--- config.mk ---
export PLATFORM = sky130hd
export DESIGN_NAME = tap_controller
export DESIGN_NICKNAME = d
export VERILOG_FILES = /design/src/rtl/tap_controller_pkg.sv /design/src/rtl/tap_fsm.sv /design/src/rtl/tap_controller.sv
export SDC_FILE = /design/constraint.sdc
export NUM_CORES = 1
export LEC_CHECK = 0
export BUFFER_PORTS_ARGS = -buffer_cell sky130_fd_sc_hd__clkbuf_2
export CAP_MARGIN = 20
export CORE_MARGIN = 10
export CORE_UTILIZATION = 40
export CTS_CLUSTER_SIZE = 24
export DETAILED_ROUTE_END_ITERATION = 10
export PLACE_DENSITY = 0.69
export SYNTH_ARGS = -nofsm -noshare
export SYNTH_HDL_FRONTEND = slang
export SYNTH_HIERARCHICAL = 1
export SYNTH_SLANG_ARGS = --single-unit
export TNS_END_PERCENT = 20
--- constraint.sdc ---
create_clock -name TCK -period 1.12 [get_ports TCK]
set_input_delay 0 -clock TCK [delete_from_list [all_inputs] [get_ports TCK]]
set_output_delay 0 -clock TCK [all_outputs]
set_load 0.01 [all_outputs]
--- src/rtl/tap_controller_pkg.sv ---
// Shared TAP definitions: the 16-state encoding and the IR capture pattern.
package tap_controller_pkg;

  typedef enum logic [3:0] {
    TLR    = 4'd0,
    RTI    = 4'd1,
    SEL_DR = 4'd2,
    CAP_DR = 4'd3,
    SH_DR  = 4'd4,
    EX1_DR = 4'd5,
    PAU_DR = 4'd6,
    EX2_DR = 4'd7,
    UPD_DR = 4'd8,
    SEL_IR = 4'd9,
    CAP_IR = 4'd10,
    SH_IR  = 4'd11,
    EX1_IR = 4'd12,
    PAU_IR = 4'd13,
    EX2_IR = 4'd14,
    UPD_IR = 4'd15
  } tap_state_e;

  localparam logic [1:0] IR_CAPTURE = 2'b01;

endpackage

--- src/rtl/tap_fsm.sv ---
// 16-state TAP state machine with Moore-decoded DR/IR strobes.
//   state  | meaning
//   TLR    | test-logic-reset, instruction held at BYPASS
//   RTI    | run-test/idle
//   SEL_*  | choose DR or IR branch
//   CAP_*  | capture into the selected register
//   SH_*   | shift one bit per TCK
//   EX1/2  | exit towards update or pause
//   PAU_*  | shift paused
//   UPD_*  | update strobe
module tap_fsm
  import tap_controller_pkg::*;
(
  input  logic       TCK,
  input  logic       RST,
  input  logic       TMS,
  output tap_state_e state,
  output logic       Capture_DR,
  output logic       Shift_DR,
  output logic       Update_DR,
  output logic       Capture_IR,
  output logic       Shift_IR,
  output logic       Update_IR
);

  tap_state_e state_q, state_d;

  always_ff @(posedge TCK) begin
    if (RST) state_q <= TLR;
    else     state_q <= state_d;
  end

  always_comb begin
    state_d = state_q;
    case (state_q)
      TLR:    state_d = TMS ? TLR    : RTI;
      RTI:    state_d = TMS ? SEL_DR : RTI;
      SEL_DR: state_d = TMS ? SEL_IR : CAP_DR;
      CAP_DR: state_d = TMS ? EX1_DR : SH_DR;
      SH_DR:  state_d = TMS ? EX1_DR : SH_DR;
      EX1_DR: state_d = TMS ? UPD_DR : PAU_DR;
      PAU_DR: state_d = TMS ? EX2_DR : PAU_DR;
      EX2_DR: state_d = TMS ? UPD_DR : SH_DR;
      UPD_DR: state_d = TMS ? SEL_DR : RTI;
      SEL_IR: state_d = TMS ? TLR    : CAP_IR;
      CAP_IR: state_d = TMS ? EX1_IR : SH_IR;
      SH_IR:  state_d = TMS ? EX1_IR : SH_IR;
      EX1_IR: state_d = TMS ? UPD_IR : PAU_IR;
      PAU_IR: state_d = TMS ? EX2_IR : PAU_IR;
      EX2_IR: state_d = TMS ? UPD_IR : SH_IR;
      UPD_IR: state_d = TMS ? SEL_DR : RTI;
      default: state_d = TLR;
    endcase
  end

  assign state      = state_q;
  assign Capture_DR = (state_q == CAP_DR);
  assign Shift_DR   = (state_q == SH_DR);
  assign Update_DR  = (state_q == UPD_DR);
  assign Capture_IR = (state_q == CAP_IR);
  assign Shift_IR   = (state_q == SH_IR);
  assign Update_IR  = (state_q == UPD_IR);

endmodule

--- src/rtl/tap_controller.sv ---
// TAP controller top: FSM, instruction register, TDR select decode, TDO mux.
module tap_controller
  import tap_controller_pkg::*;
#(
  parameter int IR_LENGTH   = 4,
  parameter int NUM_TDR     = 4,
  parameter int DR_ID_WIDTH = 2
) (
  input  logic                 TCK,
  input  logic                 RST,
  input  logic                 TMS,
  input  logic                 TDI,
  input  logic [NUM_TDR-1:0]   SO_DR_IN,
  output logic                 TDO,
  output logic                 TDO_EN,
  output logic                 Capture_DR,
  output logic                 Shift_DR,
  output logic                 Update_DR,
  output logic                 Capture_IR,
  output logic                 Shift_IR,
  output logic                 Update_IR,
  output logic [NUM_TDR-1:0]   tdr_Select,
  output logic [IR_LENGTH-1:0] Instruction,
  output logic [3:0]           Tap_State
);

  tap_state_e state;

  tap_fsm u_fsm (
    .TCK        (TCK),
    .RST        (RST),
    .TMS        (TMS),
    .state      (state),
    .Capture_DR (Capture_DR),
    .Shift_DR   (Shift_DR),
    .Update_DR  (Update_DR),
    .Capture_IR (Capture_IR),
    .Shift_IR   (Shift_IR),
    .Update_IR  (Update_IR)
  );

  logic [IR_LENGTH-1:0]   ir_q, ir_d;
  logic [IR_LENGTH-1:0]   instr_q, instr_d;
  logic [DR_ID_WIDTH-1:0] tdr_idx;
  logic [NUM_TDR-1:0]     sel;

  always_ff @(posedge TCK) begin
    if (RST) begin
      ir_q    <= '0;
      instr_q <= '1;
    end else begin
      ir_q    <= ir_d;
      instr_q <= instr_d;
    end
  end

  always_comb begin
    ir_d    = ir_q;
    instr_d = instr_q;
    case (state)
      CAP_IR: ir_d    = IR_LENGTH'(IR_CAPTURE);
      SH_IR:  ir_d    = {ir_q[IR_LENGTH-2:0], TDI};
      UPD_IR: instr_d = ir_q;
      TLR:    instr_d = '1;
      default: ;
    endcase
  end

  // Unknown codes and BYPASS both fall back to the bypass DR at index 0.
  always_comb begin
    tdr_idx = '0;
    sel     = NUM_TDR'(1);
    if ((instr_q != '1) && ({1'b0, instr_q} < (IR_LENGTH+1)'(NUM_TDR))) begin
      tdr_idx = instr_q[DR_ID_WIDTH-1:0];
      sel     = NUM_TDR'(1) << tdr_idx;
    end
  end

  always_comb begin
    TDO    = 1'b0;
    TDO_EN = 1'b0;
    if (state == SH_DR) begin
      TDO    = |(SO_DR_IN & sel);
      TDO_EN = 1'b1;
    end else if (state == SH_IR) begin
      TDO    = ir_q[IR_LENGTH-1];
      TDO_EN = 1'b1;
    end
  end

  assign tdr_Select  = sel;
  assign Instruction = instr_q;
  assign Tap_State   = state;

endmodule
# [After elaboration in Yosys (flattened, before gate mapping)]
# Cells that the tools add are included.
[op_classes] n_lt_le_gt_ge=1 eq_ne=16 shifts=1 mux=20 bitwise=1 reduce_logical=8
[op_table] cell="$pmux W4 S12" n=1
[op_table] cell="$eq A4 B4 Y1 const B" n=8
[op_table] cell="$mux W4" n=5
[op_table] cell="$eq A4 B3 Y1 const B" n=4
[op_table] cell="$pmux W4 S2" n=2
[op_table] cell="$eq A4 B2 Y1 const B" n=2
[op_table] cell="$mux W1" n=7
[op_table] cell="$mux W2" n=3
[op_table] cell="$mux W3" n=2
[op_table] cell="$and A4 B4 Y4" n=1
[op_table] cell="$eq A4 B1 Y1 const B" n=1
[op_table] cell="$logic_not A4 Y1" n=1
[op_table] cell="$lt A4 B3 Y1 const B" n=1
[op_table] cell="$ne A4 B4 Y1 const B" n=1
[op_table] cell="$reduce_bool A2 Y1" n=2
[op_table] cell="$reduce_or A2 Y1" n=2
[op_table] cell="$reduce_or A4 Y1" n=1
[op_table] cell="$shl A1 B2 Y4 const A" n=1
[op_table] cell="$reduce_or A3 Y1" n=1
[op_table] cell="$logic_and A1 B1 Y1" n=1
[word_totals] register_bits=12 input_bits=8 output_inout_bits=20 wordCells=50

# [Depth between registers and ports, before layout]
[depth] word_depth=6 ltp_mapped=4 depth_no_buf=3

# [Hierarchy]
# Netlist, hierarchy kept.
[modules_own_cells] module="tap_controller" n_inst=1 cells_per_inst=51 area_each_um2=426.7 seq_area_each_um2=160.2
[modules_own_cells] module="tap_fsm" n_inst=1 cells_per_inst=47 area_each_um2=376.6 seq_area_each_um2=80.1

# [Worst setup path before layout]
# No wires, ideal clock.
[synth_path] path_kind="register to output" from="register u_fsm.state_q[2] (netlist: u_fsm/state[2])" to="output TDO" t_arrival_ps=1397 t_required_ps=1120 path_slack_ps=-277 stages_incl_launch_ff=4 n_path_buf=0 path_cell_list="dfxtp_1 > or4b_4 > a211o_1 > o211ai_1"
[synth_between] elab_chain_len=3 elab_cells_between_ends=4 cone_classes="eq/ne: 2; mux: 2"
[synth_rtl] element="start: declaration" line_no="tap_fsm.sv:26" source="tap_state_e state_q, state_d;"
[synth_rtl] element="start signal: assignment" line_no="tap_fsm.sv:30" source="else state_q <= state_d;"
[synth_rtl] element="$eq A4 B4 Y1" line_no="tap_controller.sv:85" source="end else if (state == SH_IR) begin"
[synth_rtl] element="$mux W1" line_no="tap_controller.sv:85"
[synth_rtl] element="$mux W1 (*)" line_no="tap_controller.sv:82" source="if (state == SH_DR) begin"
[synth_rtl] element="end: declaration" line_no="tap_controller.sv:14" source="output logic TDO,"
# Mark *: on every way between the ends. The rest lies on a longest branch, timed or not.

# [Final worst setup path]
[layout_path] from="register u_fsm.state_q[0] (netlist: u_fsm/state[0])" to="output TDO"
# The elaborated chain is that of the path after synthesis.

==> impl_metrics.json <==
{
  "antennaDiodeCount": 0,
  "hold_class": "primary input to flop",
  "antenna_found_initial": 0,
  "cts_sinks": 12,
  "r2r_start": "u_fsm/state[0]",
  "ant_nets": 0,
  "timing.final.crit_share_pct": 143.3,
  "ys_seq_elements": 12,
  "dp.cells": 165,
  "overflow": 0,
  "post-route-util_pct": 59.54,
  "cts_tree": "built",
  "grt_max_degree": 12,
  "drt-initial-drc-count": 30,
  "path_cells": "or4b_4 -> a211o_1 -> o211ai_1 -> buf_2",
  "setup.worst_path.start_class": "flop",
  "drt_first_pass_iters": 4,
  "finalSetupViolCount": 24,
  "worstPathRequired_ns": 1.12,
  "ys_warn_count": 6,
  "routed_wl_um": 2158,
  "groute.usage.overall_pct": 9.920,
  "r2r_cells": 6,
  "grt_pass1_wl_um": 3505,
  "r2r_end": "Instruction[0]",
  "ys_types": 36,
  "critPathCaptureType": "primary output",
  "setup_tns_ns": -2.374,
  "period_needed_ns": 1.605,
  "p_int_mw": 0.7435,
  "crit_type": "flop to primary output",
  "die_area_um2": 4200,
  "worst-endpoint-arrival_ns": 1.60,
  "netlist_instances": 98,
  "worst_slack_ns": -0.4846,
  "ir_worst_vdd_mv": 0.4614,
  "syn-cell-area_um2": 803.3,
  "violations": "setup timing",
  "path_delay_family": "simple AND/OR/NAND/NOR gates",
  "worstMarginPinSlew_ns": 0.2561,
  "synth_edf_count": 0,
  "yosysTopAreaCellShare_pct": 29.91,
  "dp_worst_setup_slack_ns": -0.2224,
  "p_per_area_nw_per_um2": 875.7,
  "wl_per_cell_um": 12.69,
  "finalHoldViolations": 0,
  "port-buffer-count": 27,
  "cts_max_level": 1,
  "root_buffer": "clkbuf_4",
  "clk_path_buf_depth": 2,
  "p_clk_share_pct": 33.5,
  "core_um2": 1942,
  "syn_to_final_growth_pct": 43.93,
  "max_stage_delay_ns": 0.52,
  "num_rows": 16,
  "layout-drive-gt1-share_pct": 47.55,
  "cpMaxStageDelayCell": "or4b_4",
  "io_pins": 28,
  "synth_area_leaders": "dfxtp_1 30%, nand2_1 5.1%, mux2i_1 5.0%",
  "postPlaceCellArea_um2": 1062,
  "post-route-cell-area_um2": 1156,
  "drc": 0,
  "clk_latency_ns": 0.27,
  "yosys.area.top_type": "dfxtp_1",
  "fillCellCount": 191,
  "hold_ws_ns": 0.0005767,
  "drv_cap": 0,
  "dp_hpwl_um": 1721,
  "clock.fmax_mhz": 623.2,
  "status": "finished, violations left",
  "grt_setup_unrepaired": "yes",
  "cts_made_buffers": 3,
  "ys_seq_area_share_pct": 29.91,
  "grt_pass1_vias": 821,
  "synthArstFlopShare_pct": 0,
  "die_x_um": 64.81,
  "die_y_um": 64.81,
  "fin_nets": 152,
  "path_buf_inv": 1,
  "holdPathEnd": "ir_q[0]",
  "p_total_mw": 1.012,
  "vias_per_cell": 5.165,
  "gp_congestion": 0.8143,
  "rrSetupSlack_ns": -0.08,
  "finalClockSkew_ns": 0.008289,
  "slew_headroom_pct": 82.77,
  "p_sw_mw": 0.2689,
  "cp_max_fo": 3,
  "power_frac_comb_pct": 22.9,
  "dr_total_vias": 878,
  "holdPathStages": 3,
  "pwr-share-seq_pct": 43.6,
  "slew_violations": 0,
  "synth_ff_type": "dfxtp_1",
  "syn_area_per_cell_um2": 8.197,
  "switching_share_pct": 26.56,
  "initial_core_util_pct": 41.37,
  "final_cells": 170,
  "p_leak_nw": 0.5074,
  "clk_transition_reported_paths_ns": 0.08,
  "holdCritStartpoint": "TDI",
  "syn-num-nets": 106
}
sequential cells by signal, indices dropped and copies added, names as in the netlist:
| name | cells |
|---|---|
| Instruction | 4 |
| ir_q | 4 |
| u_fsm/state | 4 |
logic make-up after synthesis:
kind of cell / Yosys count / synth area share [%]
AO/OA/AOI/OAI: 22 / 19.78
XOR/XNOR: 1 / 1.091
buffers and inverters: 8 / 8.255
flip-flops: 12 / 29.91
multiplexers: 5 / 6.386
AND/OR/NAND/NOR: 50 / 34.58
final cells by class:
cell class / instances / area, um2 / share of cell area [%]
inverters: 3 / 11.26 / 0.9740
clock buffers: 4 / 36.28 / 3.139
repair buffers: 46 / 300.3 / 25.97
flip-flops and latches: 12 / 250.2 / 21.64
well taps: 27 / 33.78 / 2.922
multi-input cells: 78 / 524.3 / 45.35
cell usage in the layout (no fill, tap or decap), types with 2 or more instances in the layout:
cell       n
o21ai_0    5
a31oi_1    3
dfxtp_4    2
o211ai_1   4
inv_1      3
buf_2      8
nand2_1   11
buf_4     13
buf_6      6
dfxtp_2    2
nand3b_1   2
a21oi_1    3
clkbuf_4   3
mux2i_1    4
nor3_1     5
and3_1     2
nor2_1     8
clkbuf_2  19
nand2b_4   2
dfxtp_1    8
nand3_1    6
how the worst max path moves through the flow:
stage | startpoint | to | slack (ns) | cells after the start
detailed placement | u_fsm/state[0] | Instruction[0] | -0.22 | 5
global placement | u_fsm/state[0] | TDO | -0.18 | 4
CTS | u_fsm/state[0] | TDO | -0.51 | 4
floorplan | u_fsm/state[0] | TDO | -0.14 | 3
finish | u_fsm/state[0] | TDO | -0.48 | 4
global route | u_fsm/state[0] | TDO | -0.56 | 4
worst reg2reg max path: cells and delay by family, from the launching register on:
family                 cells  cell delay, ns
buffers and inverters      3            0.43
flip-flops                 1            0.34
multiplexers               1            0.17
AND/OR/NAND/NOR            2            0.16
cells in the mapped netlist (2+ instances only):
library cell,instances
a21oi_1,4
a31oi_1,3
and3_1,2
buf_6,2
clkbuf_8,2
dfxtp_1,12
inv_1,3
mux2i_1,4
nand2_1,11
nand2b_1,2
nand3_1,6
nand3b_1,2
nor2_1,10
nor3_1,5
nor3b_1,2
o211ai_1,4
o21ai_0,5
layer usage:
| metal | wire, um | vias up | global-route usage (%) |
|---|---|---|---|
| met5 | 0 | - | 0 |
| met4 | 23 | 0 | 4.813 |
| met3 | 133 | 2 | 2.921 |
| met2 | 1020 | 27 | 16.38 |
| met1 | 981 | 395 | 11.41 |
| li1 | - | 454 | - |
power by group through the flow:
stage          combinational [mW]  clock, mW  sequential, mW
2_1_floorplan               0.114          0           0.474
3_3_place_gp                0.212          0           0.450
3_5_place_dp                0.217          0           0.451
4_1_cts                     0.223      0.344           0.441
5_1_grt                     0.253      0.363           0.443
6_report                    0.232      0.339           0.442
timing repair:
action / in CTS / in global routing
endpoints found under the setup margin: 24 / 25
pin swaps: 4 / 2
gates resized for setup: 9 / 12
setup buffers: 1 / 0
hold buffers: 0 / 0
Note: power is estimated with default switching activity, not from simulation.
